`src/rtl/riscv_pkg.sv`:
```
// Shared RISC-V definitions for the memory-access stage: opcodes, access sizes,
// LSU state encoding and small decode helpers.
package riscv_pkg;

    localparam logic [6:0] OP_LOAD  = 7'b0000011;
    localparam logic [6:0] OP_STORE = 7'b0100011;
    localparam logic [6:0] OP_OP    = 7'b0110011;
    localparam logic [6:0] OP_IMM   = 7'b0010011;
    localparam logic [6:0] OP_LUI   = 7'b0110111;
    localparam logic [6:0] OP_AUIPC = 7'b0010111;
    localparam logic [6:0] OP_JAL   = 7'b1101111;
    localparam logic [6:0] OP_JALR  = 7'b1100111;

    localparam logic [2:0] F3_B  = 3'b000;
    localparam logic [2:0] F3_H  = 3'b001;
    localparam logic [2:0] F3_W  = 3'b010;
    localparam logic [2:0] F3_BU = 3'b100;
    localparam logic [2:0] F3_HU = 3'b101;

    typedef enum logic [0:0] {
        ST_IDLE = 1'b0,
        ST_BUSY = 1'b1
    } lsu_state_e;

    function automatic logic load_f3_ok(input logic [2:0] f3);
        return (f3 == F3_B) || (f3 == F3_H) || (f3 == F3_W) ||
               (f3 == F3_BU) || (f3 == F3_HU);
    endfunction

    function automatic logic store_f3_ok(input logic [2:0] f3);
        return (f3 == F3_B) || (f3 == F3_H) || (f3 == F3_W);
    endfunction

    // Halfwords need an even address, words a 4-byte aligned one.
    function automatic logic is_misaligned(input logic [2:0] f3, input logic [1:0] lo);
        return ((f3[1:0] == 2'b01) && lo[0]) || ((f3[1:0] == 2'b10) && (lo != 2'b00));
    endfunction

    function automatic logic is_alu_writer(input logic [6:0] op);
        return (op == OP_OP) || (op == OP_IMM) || (op == OP_LUI) || (op == OP_AUIPC) ||
               (op == OP_JAL) || (op == OP_JALR);
    endfunction

endpackage

```
`src/rtl/stage_ma_lsu_if.sv`:
```
// Request/acknowledge data-memory port between the MA stage and data memory.
interface stage_ma_lsu_if;
    logic        mem_req;
    logic        mem_we;
    logic [31:0] mem_addr;
    logic [31:0] mem_wdata;
    logic [3:0]  mem_be;
    logic        mem_ack;
    logic [31:0] mem_rdata;

    modport master (
        output mem_req, mem_we, mem_addr, mem_wdata, mem_be,
        input  mem_ack, mem_rdata
    );

    modport slave (
        input  mem_req, mem_we, mem_addr, mem_wdata, mem_be,
        output mem_ack, mem_rdata
    );
endinterface

```
`src/rtl/lsu_align.sv`:
```
// Byte-lane steering: store replication/byte enables and load extract/extension.
module lsu_align
    import riscv_pkg::*;
(
    input  logic [2:0]  st_funct3,
    input  logic [1:0]  st_addr_lo,
    input  logic [31:0] st_data,
    output logic [31:0] st_wdata,
    output logic [3:0]  st_be,
    input  logic [2:0]  ld_funct3,
    input  logic [1:0]  ld_addr_lo,
    input  logic [31:0] ld_rdata,
    output logic [31:0] ld_data
);

    logic [31:0] ld_shift_s;

    // Store lanes: replicate the datum across the word, enable only its bytes.
    always_comb begin
        st_wdata = st_data;
        st_be    = 4'b0000;
        case (st_funct3[1:0])
            2'b00: begin
                st_wdata = {4{st_data[7:0]}};
                st_be    = 4'b0001 << st_addr_lo;
            end
            2'b01: begin
                st_wdata = {2{st_data[15:0]}};
                st_be    = 4'b0011 << st_addr_lo;
            end
            2'b10: begin
                st_wdata = st_data;
                st_be    = 4'b1111;
            end
            default: begin
                st_wdata = st_data;
                st_be    = 4'b0000;
            end
        endcase
    end

    assign ld_shift_s = ld_rdata >> {ld_addr_lo, 3'b000};

    // Load extract: addressed bytes moved to bit 0, then sign or zero extended.
    always_comb begin
        ld_data = ld_shift_s;
        case (ld_funct3)
            F3_B:    ld_data = {{24{ld_shift_s[7]}}, ld_shift_s[7:0]};
            F3_H:    ld_data = {{16{ld_shift_s[15]}}, ld_shift_s[15:0]};
            F3_W:    ld_data = ld_shift_s;
            F3_BU:   ld_data = {24'h00_0000, ld_shift_s[7:0]};
            F3_HU:   ld_data = {16'h0000, ld_shift_s[15:0]};
            default: ld_data = ld_shift_s;
        endcase
    end

endmodule

```
`src/rtl/stage_ma_lsu.sv`:
```
// Memory-access stage: drives the data-memory port, stalls EX/MA while an access
// is outstanding and produces one registered write-back record per writer.
module stage_ma_lsu
    import riscv_pkg::*;
(
    input  logic                  clk,
    input  logic                  rst,
    input  logic [31:0]           busc_in,
    input  logic [31:0]           busb_in,
    input  logic [31:0]           pc_in,
    input  logic [4:0]            rd_in,
    input  logic [2:0]            funct3_in,
    input  logic [6:0]            op_in,
    output logic                  stall,
    stage_ma_lsu_if.master        mem,
    output logic                  wb_valid,
    output logic [4:0]            wb_rd,
    output logic [31:0]           wb_data,
    output logic                  misalign,
    output logic [31:0]           misalign_pc
);

    lsu_state_e  state_r, state_nxt_s;
    logic        ld_r, ld_nxt_s;
    logic [2:0]  ld_f3_r, ld_f3_nxt_s;
    logic [1:0]  ld_lo_r, ld_lo_nxt_s;
    logic [4:0]  ld_rd_r, ld_rd_nxt_s;
    logic        req_r, req_nxt_s;
    logic        we_r, we_nxt_s;
    logic [31:0] addr_r, addr_nxt_s;
    logic [31:0] wdata_r, wdata_nxt_s;
    logic [3:0]  be_r, be_nxt_s;
    logic        wb_valid_r, wb_valid_nxt_s;
    logic [4:0]  wb_rd_r, wb_rd_nxt_s;
    logic [31:0] wb_data_r, wb_data_nxt_s;
    logic        mis_r, mis_nxt_s;
    logic [31:0] mis_pc_r, mis_pc_nxt_s;
    logic        stall_s;

    logic        is_ld_s, is_st_s, mis_s, acc_s, wr_s;
    logic [31:0] st_wdata_s, ld_data_s;
    logic [3:0]  st_be_s;

    assign is_ld_s = (op_in == OP_LOAD) && load_f3_ok(funct3_in);
    assign is_st_s = (op_in == OP_STORE) && store_f3_ok(funct3_in);
    assign mis_s   = (is_ld_s || is_st_s) && is_misaligned(funct3_in, busc_in[1:0]);
    assign acc_s   = (is_ld_s || is_st_s) && !mis_s;
    assign wr_s    = is_alu_writer(op_in);

    lsu_align u_align (
        .st_funct3  (funct3_in),
        .st_addr_lo (busc_in[1:0]),
        .st_data    (busb_in),
        .st_wdata   (st_wdata_s),
        .st_be      (st_be_s),
        .ld_funct3  (ld_f3_r),
        .ld_addr_lo (ld_lo_r),
        .ld_rdata   (mem.mem_rdata),
        .ld_data    (ld_data_s)
    );

    // Next-state, stall and next-output decode.
    always_comb begin
        state_nxt_s    = state_r;
        stall_s        = 1'b0;
        ld_nxt_s       = ld_r;
        ld_f3_nxt_s    = ld_f3_r;
        ld_lo_nxt_s    = ld_lo_r;
        ld_rd_nxt_s    = ld_rd_r;
        req_nxt_s      = req_r;
        we_nxt_s       = we_r;
        addr_nxt_s     = addr_r;
        wdata_nxt_s    = wdata_r;
        be_nxt_s       = be_r;
        wb_valid_nxt_s = 1'b0;
        wb_rd_nxt_s    = wb_rd_r;
        wb_data_nxt_s  = wb_data_r;
        mis_nxt_s      = 1'b0;
        mis_pc_nxt_s   = mis_pc_r;
        case (state_r)
            ST_IDLE: begin
                if (acc_s) begin
                    stall_s     = 1'b1;
                    state_nxt_s = ST_BUSY;
                    req_nxt_s   = 1'b1;
                    we_nxt_s    = is_st_s;
                    addr_nxt_s  = {busc_in[31:2], 2'b00};
                    wdata_nxt_s = st_wdata_s;
                    be_nxt_s    = is_st_s ? st_be_s : 4'b0000;
                    ld_nxt_s    = is_ld_s;
                    ld_f3_nxt_s = funct3_in;
                    ld_lo_nxt_s = busc_in[1:0];
                    ld_rd_nxt_s = rd_in;
                end else if (mis_s) begin
                    mis_nxt_s    = 1'b1;
                    mis_pc_nxt_s = pc_in;
                end else if (wr_s) begin
                    wb_valid_nxt_s = 1'b1;
                    wb_rd_nxt_s    = rd_in;
                    wb_data_nxt_s  = busc_in;
                end else begin
                    stall_s = 1'b0;
                end
            end
            ST_BUSY: begin
                stall_s = !mem.mem_ack;
                if (mem.mem_ack) begin
                    state_nxt_s    = ST_IDLE;
                    req_nxt_s      = 1'b0;
                    wb_valid_nxt_s = ld_r;
                    if (ld_r) begin
                        wb_rd_nxt_s   = ld_rd_r;
                        wb_data_nxt_s = ld_data_s;
                    end else begin
                        wb_rd_nxt_s   = wb_rd_r;
                    end
                end else begin
                    state_nxt_s = ST_BUSY;
                end
            end
            default: begin
                state_nxt_s = ST_IDLE;
                req_nxt_s   = 1'b0;
            end
        endcase
    end

    // State and registered outputs; reset also drops any in-flight access.
    always_ff @(posedge clk) begin
        if (rst) begin
            state_r    <= ST_IDLE;
            ld_r       <= 1'b0;
            ld_f3_r    <= 3'b000;
            ld_lo_r    <= 2'b00;
            ld_rd_r    <= 5'd0;
            req_r      <= 1'b0;
            we_r       <= 1'b0;
            addr_r     <= 32'h0000_0000;
            wdata_r    <= 32'h0000_0000;
            be_r       <= 4'b0000;
            wb_valid_r <= 1'b0;
            wb_rd_r    <= 5'd0;
            wb_data_r  <= 32'h0000_0000;
            mis_r      <= 1'b0;
            mis_pc_r   <= 32'h0000_0000;
        end else begin
            state_r    <= state_nxt_s;
            ld_r       <= ld_nxt_s;
            ld_f3_r    <= ld_f3_nxt_s;
            ld_lo_r    <= ld_lo_nxt_s;
            ld_rd_r    <= ld_rd_nxt_s;
            req_r      <= req_nxt_s;
            we_r       <= we_nxt_s;
            addr_r     <= addr_nxt_s;
            wdata_r    <= wdata_nxt_s;
            be_r       <= be_nxt_s;
            wb_valid_r <= wb_valid_nxt_s;
            wb_rd_r    <= wb_rd_nxt_s;
            wb_data_r  <= wb_data_nxt_s;
            mis_r      <= mis_nxt_s;
            mis_pc_r   <= mis_pc_nxt_s;
        end
    end

    assign stall         = stall_s && !rst;
    assign mem.mem_req   = req_r;
    assign mem.mem_we    = we_r;
    assign mem.mem_addr  = addr_r;
    assign mem.mem_wdata = wdata_r;
    assign mem.mem_be    = be_r;
    assign wb_valid      = wb_valid_r;
    assign wb_rd         = wb_rd_r;
    assign wb_data       = wb_data_r;
    assign misalign      = mis_r;
    assign misalign_pc   = mis_pc_r;

endmodule

```
`src/flat_wrapper.sv`:
```
// flat-port wrapper written by rule: the top's interface ports become plain ports
module stage_ma_lsu_flat import riscv_pkg::*;
  (clk, rst, busc_in, busb_in, pc_in, rd_in, funct3_in, op_in, stall, wb_valid, wb_rd, wb_data, misalign, misalign_pc, mem_mem_req, mem_mem_we, mem_mem_addr, mem_mem_wdata, mem_mem_be, mem_mem_ack, mem_mem_rdata);
  stage_ma_lsu_if mem_i ();
  input  logic clk;
  input  logic rst;
  input  logic [31:0] busc_in;
  input  logic [31:0] busb_in;
  input  logic [31:0] pc_in;
  input  logic [4:0] rd_in;
  input  logic [2:0] funct3_in;
  input  logic [6:0] op_in;
  output logic stall;
  output logic wb_valid;
  output logic [4:0] wb_rd;
  output logic [31:0] wb_data;
  output logic misalign;
  output logic [31:0] misalign_pc;
  output wire logic [$bits(mem_i.mem_req)-1:0] mem_mem_req;
  output wire logic [$bits(mem_i.mem_we)-1:0] mem_mem_we;
  output wire logic [$bits(mem_i.mem_addr)-1:0] mem_mem_addr;
  output wire logic [$bits(mem_i.mem_wdata)-1:0] mem_mem_wdata;
  output wire logic [$bits(mem_i.mem_be)-1:0] mem_mem_be;
  input wire logic [$bits(mem_i.mem_ack)-1:0] mem_mem_ack;
  input wire logic [$bits(mem_i.mem_rdata)-1:0] mem_mem_rdata;
  assign mem_mem_req = mem_i.mem_req;
  assign mem_mem_we = mem_i.mem_we;
  assign mem_mem_addr = mem_i.mem_addr;
  assign mem_mem_wdata = mem_i.mem_wdata;
  assign mem_mem_be = mem_i.mem_be;
  assign mem_i.mem_ack = mem_mem_ack;
  assign mem_i.mem_rdata = mem_mem_rdata;
  stage_ma_lsu u_core (.clk(clk), .rst(rst), .busc_in(busc_in), .busb_in(busb_in), .pc_in(pc_in), .rd_in(rd_in), .funct3_in(funct3_in), .op_in(op_in), .stall(stall), .mem(mem_i), .wb_valid(wb_valid), .wb_rd(wb_rd), .wb_data(wb_data), .misalign(misalign), .misalign_pc(misalign_pc));
endmodule
```
`config.mk`:
```
export PLATFORM = sky130hd
export DESIGN_NAME = stage_ma_lsu_flat
export DESIGN_NICKNAME = d
export VERILOG_FILES = /design/src/rtl/riscv_pkg.sv /design/src/rtl/stage_ma_lsu_if.sv /design/src/rtl/lsu_align.sv /design/src/rtl/stage_ma_lsu.sv /design/src/flat_wrapper.sv
export SDC_FILE = /design/constraint.sdc
export NUM_CORES = 1
export LEC_CHECK = 0
export BUFFER_PORTS_ARGS = -buffer_cell sky130_fd_sc_hd__buf_2
export CORE_MARGIN = 2
export CORE_UTILIZATION = 49
export CTS_BUF_LIST = sky130_fd_sc_hd__clkbuf_8
export DETAILED_ROUTE_END_ITERATION = 7
export GPL_TIMING_DRIVEN = 0
export PLACE_DENSITY = 0.82
export SLEW_MARGIN = 20
export SYNTH_ARGS = -nofsm -noshare
export SYNTH_HDL_FRONTEND = slang
export SYNTH_SLANG_ARGS = --single-unit
export TNS_END_PERCENT = 100
```
`constraint.sdc`:
```
create_clock -name clk -period 2.2 [get_ports clk]
set_input_delay 0.22 -clock clk [delete_from_list [all_inputs] [get_ports clk]]
set_output_delay 0.22 -clock clk [all_outputs]
set_load 0.005 [all_outputs]
```
* After elaboration in Yosys (flattened, before gate mapping)
Index checks and enable logic that the tools add are counted. W data, S select, Z words.
Word-level totals: output and inout bits 142, input bits 146, word-level logic and storage cells 102, bits in registers 151
Operators by class: bitwise gates (word level) 2, equal/unequal tests 23, mux-type cells 29, reductions and logical operators 30, shift operators 3
Operator list (count):
- $mux W32 | 5
- $pmux W32 S2 | 2
- $pmux W32 S4 | 1
- $shr A32 B5 Y32 | 1
- $mux W5 | 5
- $eq A7 B6 Y1 const B | 3
- $eq A7 B5 Y1 const B | 2
- $eq A7 B7 Y1 const B | 2
- $eq A3 B3 Y1 const B | 4
- $pmux W4 S3 | 1
- $logic_or A1 B1 Y1 | 11
- $pmux W5 S2 | 1
- $mux W1 | 9
- $ne A2 B2 Y1 const B | 4
- $pmux W1 S2 | 4
- $eq A7 B2 Y1 const B | 1
- $logic_and A1 B1 Y1 | 7
- $eq A3 B1 Y1 const B | 2
- $logic_not A3 Y1 | 2
- $reduce_and A5 Y1 | 1
- $mux W4 | 1
- $ne A2 B1 Y1 const B | 2
- $reduce_and A2 Y1 | 2
- $shl A1 B2 Y4 const A | 1
- other kinds (10) | 13

* Depth between registers and ports, before layout
depth in word-level cells 13, gate-level depth with buffers 8, gate-level depth less buffers 5

* Cells and area by module
Synthesis repeated with hierarchy kept, for this count alone.
Second synthesis, totals: cells, all modules 905, area, all modules 7709.9 sq um
By module, submodules not included:
- stage_ma_lsu | times used 1, area an instance 6456.2 sq um, cells each 739, seq. area each 3022.9 sq um
- lsu_align | times used 1, area an instance 1253.7 sq um, cells each 166, seq. area each 0.0 sq um

* Least setup slack after synthesis
OpenSTA, ideal clock, no wires.
path type flip-flop to flip-flop, start register u_core.ld_lo_r[0], end register u_core.wb_data_r[21] (netlist: u_core.wb_data[21]), clock period less this slack 1986 ps, data required time 2083 ps, stages on the path, launching flop included 8, library setup time 117 ps, buffers on the path 2, path slack 214 ps, arrival 1869 ps, path through dfxtp_1 > buf_2 > mux2_2 > or3b_1 > a41oi_2 > buf_4 > o21ai_0 > a32o_1
On the way: longest elaborated chain between the ends 5
RTL lines:
- start: declaration | line stage_ma_lsu.sv:26 | logic [1:0] ld_lo_r, ld_lo_nxt_s;
- start signal: assignment | line stage_ma_lsu.sv:150 | ld_lo_r <= ld_lo_nxt_s;
- $shr A32 B5 Y32 | line lsu_align.sv:42 | assign ld_shift_s = ld_rdata >> {ld_addr_lo, 3'b000};
- $pmux W32 S4 | line lsu_align.sv:47 | case (ld_funct3)
- $mux W32 | line stage_ma_lsu.sv:111 | if (ld_r) begin
- $mux W32 | line stage_ma_lsu.sv:107 | if (mem.mem_ack) begin
- $pmux W32 S2 | line stage_ma_lsu.sv:80 | case (state_r)
- end signal: assignment | line stage_ma_lsu.sv:159 | wb_data_r <= wb_data_nxt_s;
- end: declaration | line stage_ma_lsu.sv:35 | logic [31:0] wb_data_r, wb_data_nxt_s;
No other way between the ends. The select of a mux whose other input is x is not followed. A chain may end at the register's enable or synchronous reset.

* Worst setup path after layout
start input port funct3_in[1], end output port stall
On the way: longest elaborated chain between the ends 13, elaborated cells on any way between the ends 23, classes of those cells 6 x eq/ne; 2 x mux; 15 x reduce/logical
RTL lines:
- start: declaration | line flat_wrapper.sv:11 | input logic [2:0] funct3_in;
- $eq A3 B1 Y1 or $logic_not A3 Y1 (tied branches) | line riscv_pkg.sv:26, riscv_pkg.sv:31
- $logic_or A1 B1 Y1 (2 in series) | line riscv_pkg.sv:26, riscv_pkg.sv:31
- $logic_or A1 B1 Y1 | line riscv_pkg.sv:26 | return (f3 == F3_B) || (f3 == F3_H) || (f3 == F3_W) ||
- $logic_or A1 B1 Y1 | line riscv_pkg.sv:27 | (f3 == F3_BU) || (f3 == F3_HU);
- $logic_and A1 B1 Y1 | line stage_ma_lsu.sv:44 | assign is_ld_s = (op_in == OP_LOAD) && load_f3_ok(funct3_in);
- $logic_or A1 B1 Y1 | line stage_ma_lsu.sv:46, stage_ma_lsu.sv:47
- $logic_and A1 B1 Y1 | line stage_ma_lsu.sv:46 | assign mis_s = (is_ld_s || is_st_s) && is_misaligned(funct3_in, busc_in[1:0]);
- $logic_not A1 Y1 | line stage_ma_lsu.sv:47 | assign acc_s = (is_ld_s || is_st_s) && !mis_s;
- $logic_and A1 B1 Y1 (*) | line stage_ma_lsu.sv:47
- $mux W1 (*) | line stage_ma_lsu.sv:82 | if (acc_s) begin
- $pmux W1 S2 (*) | line stage_ma_lsu.sv:80
- $logic_and A1 B1 Y1 (*) | line stage_ma_lsu.sv:165 | assign stall = stall_s && !rst;
- end: declaration | line flat_wrapper.sv:13 | output logic stall;
Every way passes the cells marked *; elsewhere a longest branch is shown, timed or not.

==> summary.txt <==
Run status
  • Status: finished, final reports clean

Synth
  • Synth top area cells: dfxtp_1 45%, nand2_1 12%, a21oi_1 8.6%
  • Warnings from Yosys: 0
  • Synth Flop Type: dfxtp_1
  • Mapped Area: 6744 um2
  • Syn Area/Cell: 8.057 um2
  • Leading area contributor after synthesis: dfxtp_1
  • Most frequent cells after synthesis: 224 x nand2_1, 151 x dfxtp_1, 116 x a21oi_1
  • Post-synthesis sequential area ratio: 44.82%
  • FF+latch count, synth: 151
  • Mapped Cells: 837
  • Distinct cell type count of the synthesized netlist: 43
  • Count leader, synth: nand2_1
  • Post-synth EDFFs: 0
  • Asr flop ratio synth: 0%
  • Top cell type's share of synthesized area: 44.82%

Clocking
  • Root buffer cell: clkbuf_8
  • CTS tree: built
  • Clk slew on worst S/H paths: 0.08 ns
  • Clock tree buffer depth: 2
  • H-tree depth: 4
  • Latest clock arrival within the worst-skew pair: 0.45 ns
  • Clock sinks: 151
  • Clock buffer count from CTS: 17

Setup path
  • Slowest stage cell, crit path: o41a_1
  • Worst-path fanout max: 19
  • CP required: 1.98 ns
  • R2r setup slk: 0.09 ns
  • Worst-path cell chain: buf_2 > a211oi_4 > nand4_4 > o41a_1 > buf_2 > nor2_1 > buf_2
  • Critical path type: in2out
  • Reg2reg path depth: 7
  • Buf/Inv on CP: 3
  • Arr. time, crit path: 1.91 ns
  • CP max stage delay: 0.46 ns
  • Crit-path leading delay family: compound AO/OA/AOI/OAI gates
  • R2R Path End: u_core.wb_data[21]
  • Most used cell, CP: buf_2
  • Worst flop-to-flop path startpoint: u_core.ld_lo_r[0]
  • Worst setup EP type: output pin
  • Startpoint Class: input port

Route
  • TritonRoute pass-1 iters: 7
  • Routed vias/inst: 5.702
  • Drt drc: 0
  • WL met3: 2467 um
  • Routed wire per std cell: 18.35 um
  • WL met1: 9634 um
  • Met2 routed WL: 12,150 um
  • Post-detailed-routing wire length: 25,160 um
  • DR vias: 7,818
  • Initial drt markers: 731
  • Detail Route Antenna Nets: 0
  • Highest metal used: met5

Power and ir drop
  • Comb pwr share: 9.5%
  • PD cells: 638.0 nW/um2
  • LEAKAGE: 3.868 nW
  • Clock power share: 43.9%
  • Sw Share: 23.97%
  • Cell Int Power: 0.004512 W
  • Sequential share of power: 46.6%
  • Switching pwr: 0.001423 W
  • VDD IR-drop max: 0.4915 mV

GRT
  • GRT Util Overall: 33.22%
  • First-pass GRT wire length: 38,000 um
  • GRT overflow: 0
  • Vias in the first global route: 7,325
  • Pin count of the biggest net entering global routing: 20
  • Initial antenna violation count: 2

Final layout
  • Layout cell share with drive strength beyond 1: 30.15%
  • P&R area growth vs syn: 37.92%
  • NumNets Final: 1,327
  • Number of fill cells: 1,130
  • Area of the multi-input gates: 3381 um2
  • Register area: 3023 um2

Timing
  • Hold slack: 0.01354 ns
  • Post-layout minimum cycle time: 2.127 ns
  • Final setup fails: 0
  • RSZ-0062 raised after global routing: no
  • FMAX: 470.0 MHz
  • Fin worst setup slack: 0.07252 ns
  • Fin. Hold Viols: 0
  • Max-Slew Margin vs Limit: 51.14%
  • Least-Margin Pin Slew: 0.7310 ns
  • Crit share post-route: 96.70%
  • Setup Skew: 0.008184 ns
  • Final Max Tran Viols: 0

Placement
  • Pre-CTS WS: -0.1548 ns
  • HPWL after DPL: 17,930 um
  • GPL Wtd Cong: 0.9188
  • PortBufs: 283

Worst hold path
  • Worst Hold End: u_core.misalign_pc[11]
  • HP Class: in2reg
  • HP Start: pc_in[11]
  • Worst Hold Depth: 3

Floorplanning
  • Die X: 121.3 um
  • Die span in y: 121.3 um
  • Die Area: 14,720 um2
  • IO Pins: 288
  • Cell Rows: 42
  • Core Area: 13,350 um2
  • Initial core utilization: 50.52%

Job
  • # Max-Cap Violations: 0
## state kept, by name, indices dropped and copies added, names as in the netlist
name	flops
u_core.ld_r	1
u_core.ld_lo_r	2
u_core.ld_f3_r	3
u_core.mem.mem_we	1
u_core.state_r	1
u_core.wb_rd	5
u_core.wb_data	32
u_core.ld_rd_r	5
u_core.mem.mem_req	1
u_core.misalign	1
u_core.mem.mem_wdata	32
u_core.wb_valid	1
u_core.misalign_pc	32
u_core.mem.mem_be	4
u_core.mem.mem_addr	30
## cell usage in the layout, fill, tap and decap left out, drive strengths merged, types with 2 or more instances in the layout
| master | n |
|---|---|
| buf | 318 |
| nand2 | 224 |
| dfxtp | 151 |
| a21oi | 116 |
| clkbuf | 61 |
| nor2 | 47 |
| mux2i | 47 |
| dlygate4sd3 | 41 |
| o21ai | 40 |
| a311oi | 22 |
| nor4 | 20 |
| a211oi | 17 |
| a32o | 16 |
| nor2b | 9 |
| o22ai | 8 |
| o31ai | 8 |
| o211ai | 7 |
| bufinv | 6 |
| nand2b | 5 |
| clkinv | 5 |
| inv | 4 |
| nand3b | 2 |
| conb | 2 |
## cell type report
class | count | share of cell area (%)
flip-flops and latches | 151 | 32.50
plain buffers | 77 | 3.659
clock inverters | 14 | 2.637
repair buffers | 325 | 19.72
well taps | 176 | 2.367
inverters | 2 | 0.08071
clock buffers | 18 | 2.663
diodes | 1 | 0.02690
multi-input cells | 607 | 36.35
## through the flow
stage               instance area, um2  total power, W  instances  TNS, ns  utilization, %
floorplan                         6748        0.003048        838        0               -
global placement                  8384        0.003311       1297   -2.927           62.81
detailed placement                8384        0.003317       1297   -6.963           62.81
CTS                               9286        0.005937       1369        0           69.57
global route                      9301        0.006102       1371        0           69.69
finish                            9301        0.005935       1371        0           69.69
## tightest hold or removal path, cell delays in order
cell and delay (ns):
buf_2 0.10, nand2_1 0.05, a21oi_1 0.05
## logic make-up after synthesis
family,count (synthesis),synth area share [%]
multiplexers,48,7.143
buffers and inverters,80,5.213
AO/OA/AOI/OAI,241,22.75
flip-flops,151,44.82
other,1,0.05561
AND/OR/NAND/NOR,316,20.02
## power groups by stage
stage | Combinational (W) | Clock [W] | Sequential [W]
floorplan | 0.000216 | 0 | 0.00283
global placement | 0.000481 | 0 | 0.00283
detailed placement | 0.000487 | 0 | 0.00283
CTS | 0.000546 | 0.00263 | 0.00277
global route | 0.000603 | 0.00273 | 0.00277
finish | 0.000562 | 0.00261 | 0.00277
## per-layer routing
layer  global-route usage (%)  vias to the layer above
met2                    56.92                      441
li1                         -                     3637
met5                        0                        -
met4                    13.43                        2
met3                    9.211                       83
met1                    39.16                     3655
## what timing repair did
action / 4_1_cts / 5_1_grt
hold buffers: 40 / 1
setup buffers: 1 / 0
pin swaps: 1 / 0
endpoints found under the setup margin: 3 / 3
gates resized for setup: 3 / 1
hold endpoints to repair: 40 / 1
## worst max-delay path by stage
stage / from / end / cells past startpoint
CTS: u_core.state_r / stall / 5
floorplan: u_core.ld_lo_r[0] / u_core.wb_data[21] / 7
detailed placement: funct3_in[1] / u_core.mem.mem_wdata[14] / 6
finish: funct3_in[1] / stall / 7
global placement: funct3_in[1] / u_core.mem.mem_wdata[24] / 8
global route: u_core.state_r / u_core.wb_data[5] / 7
(Power assumes the default switching activity.)
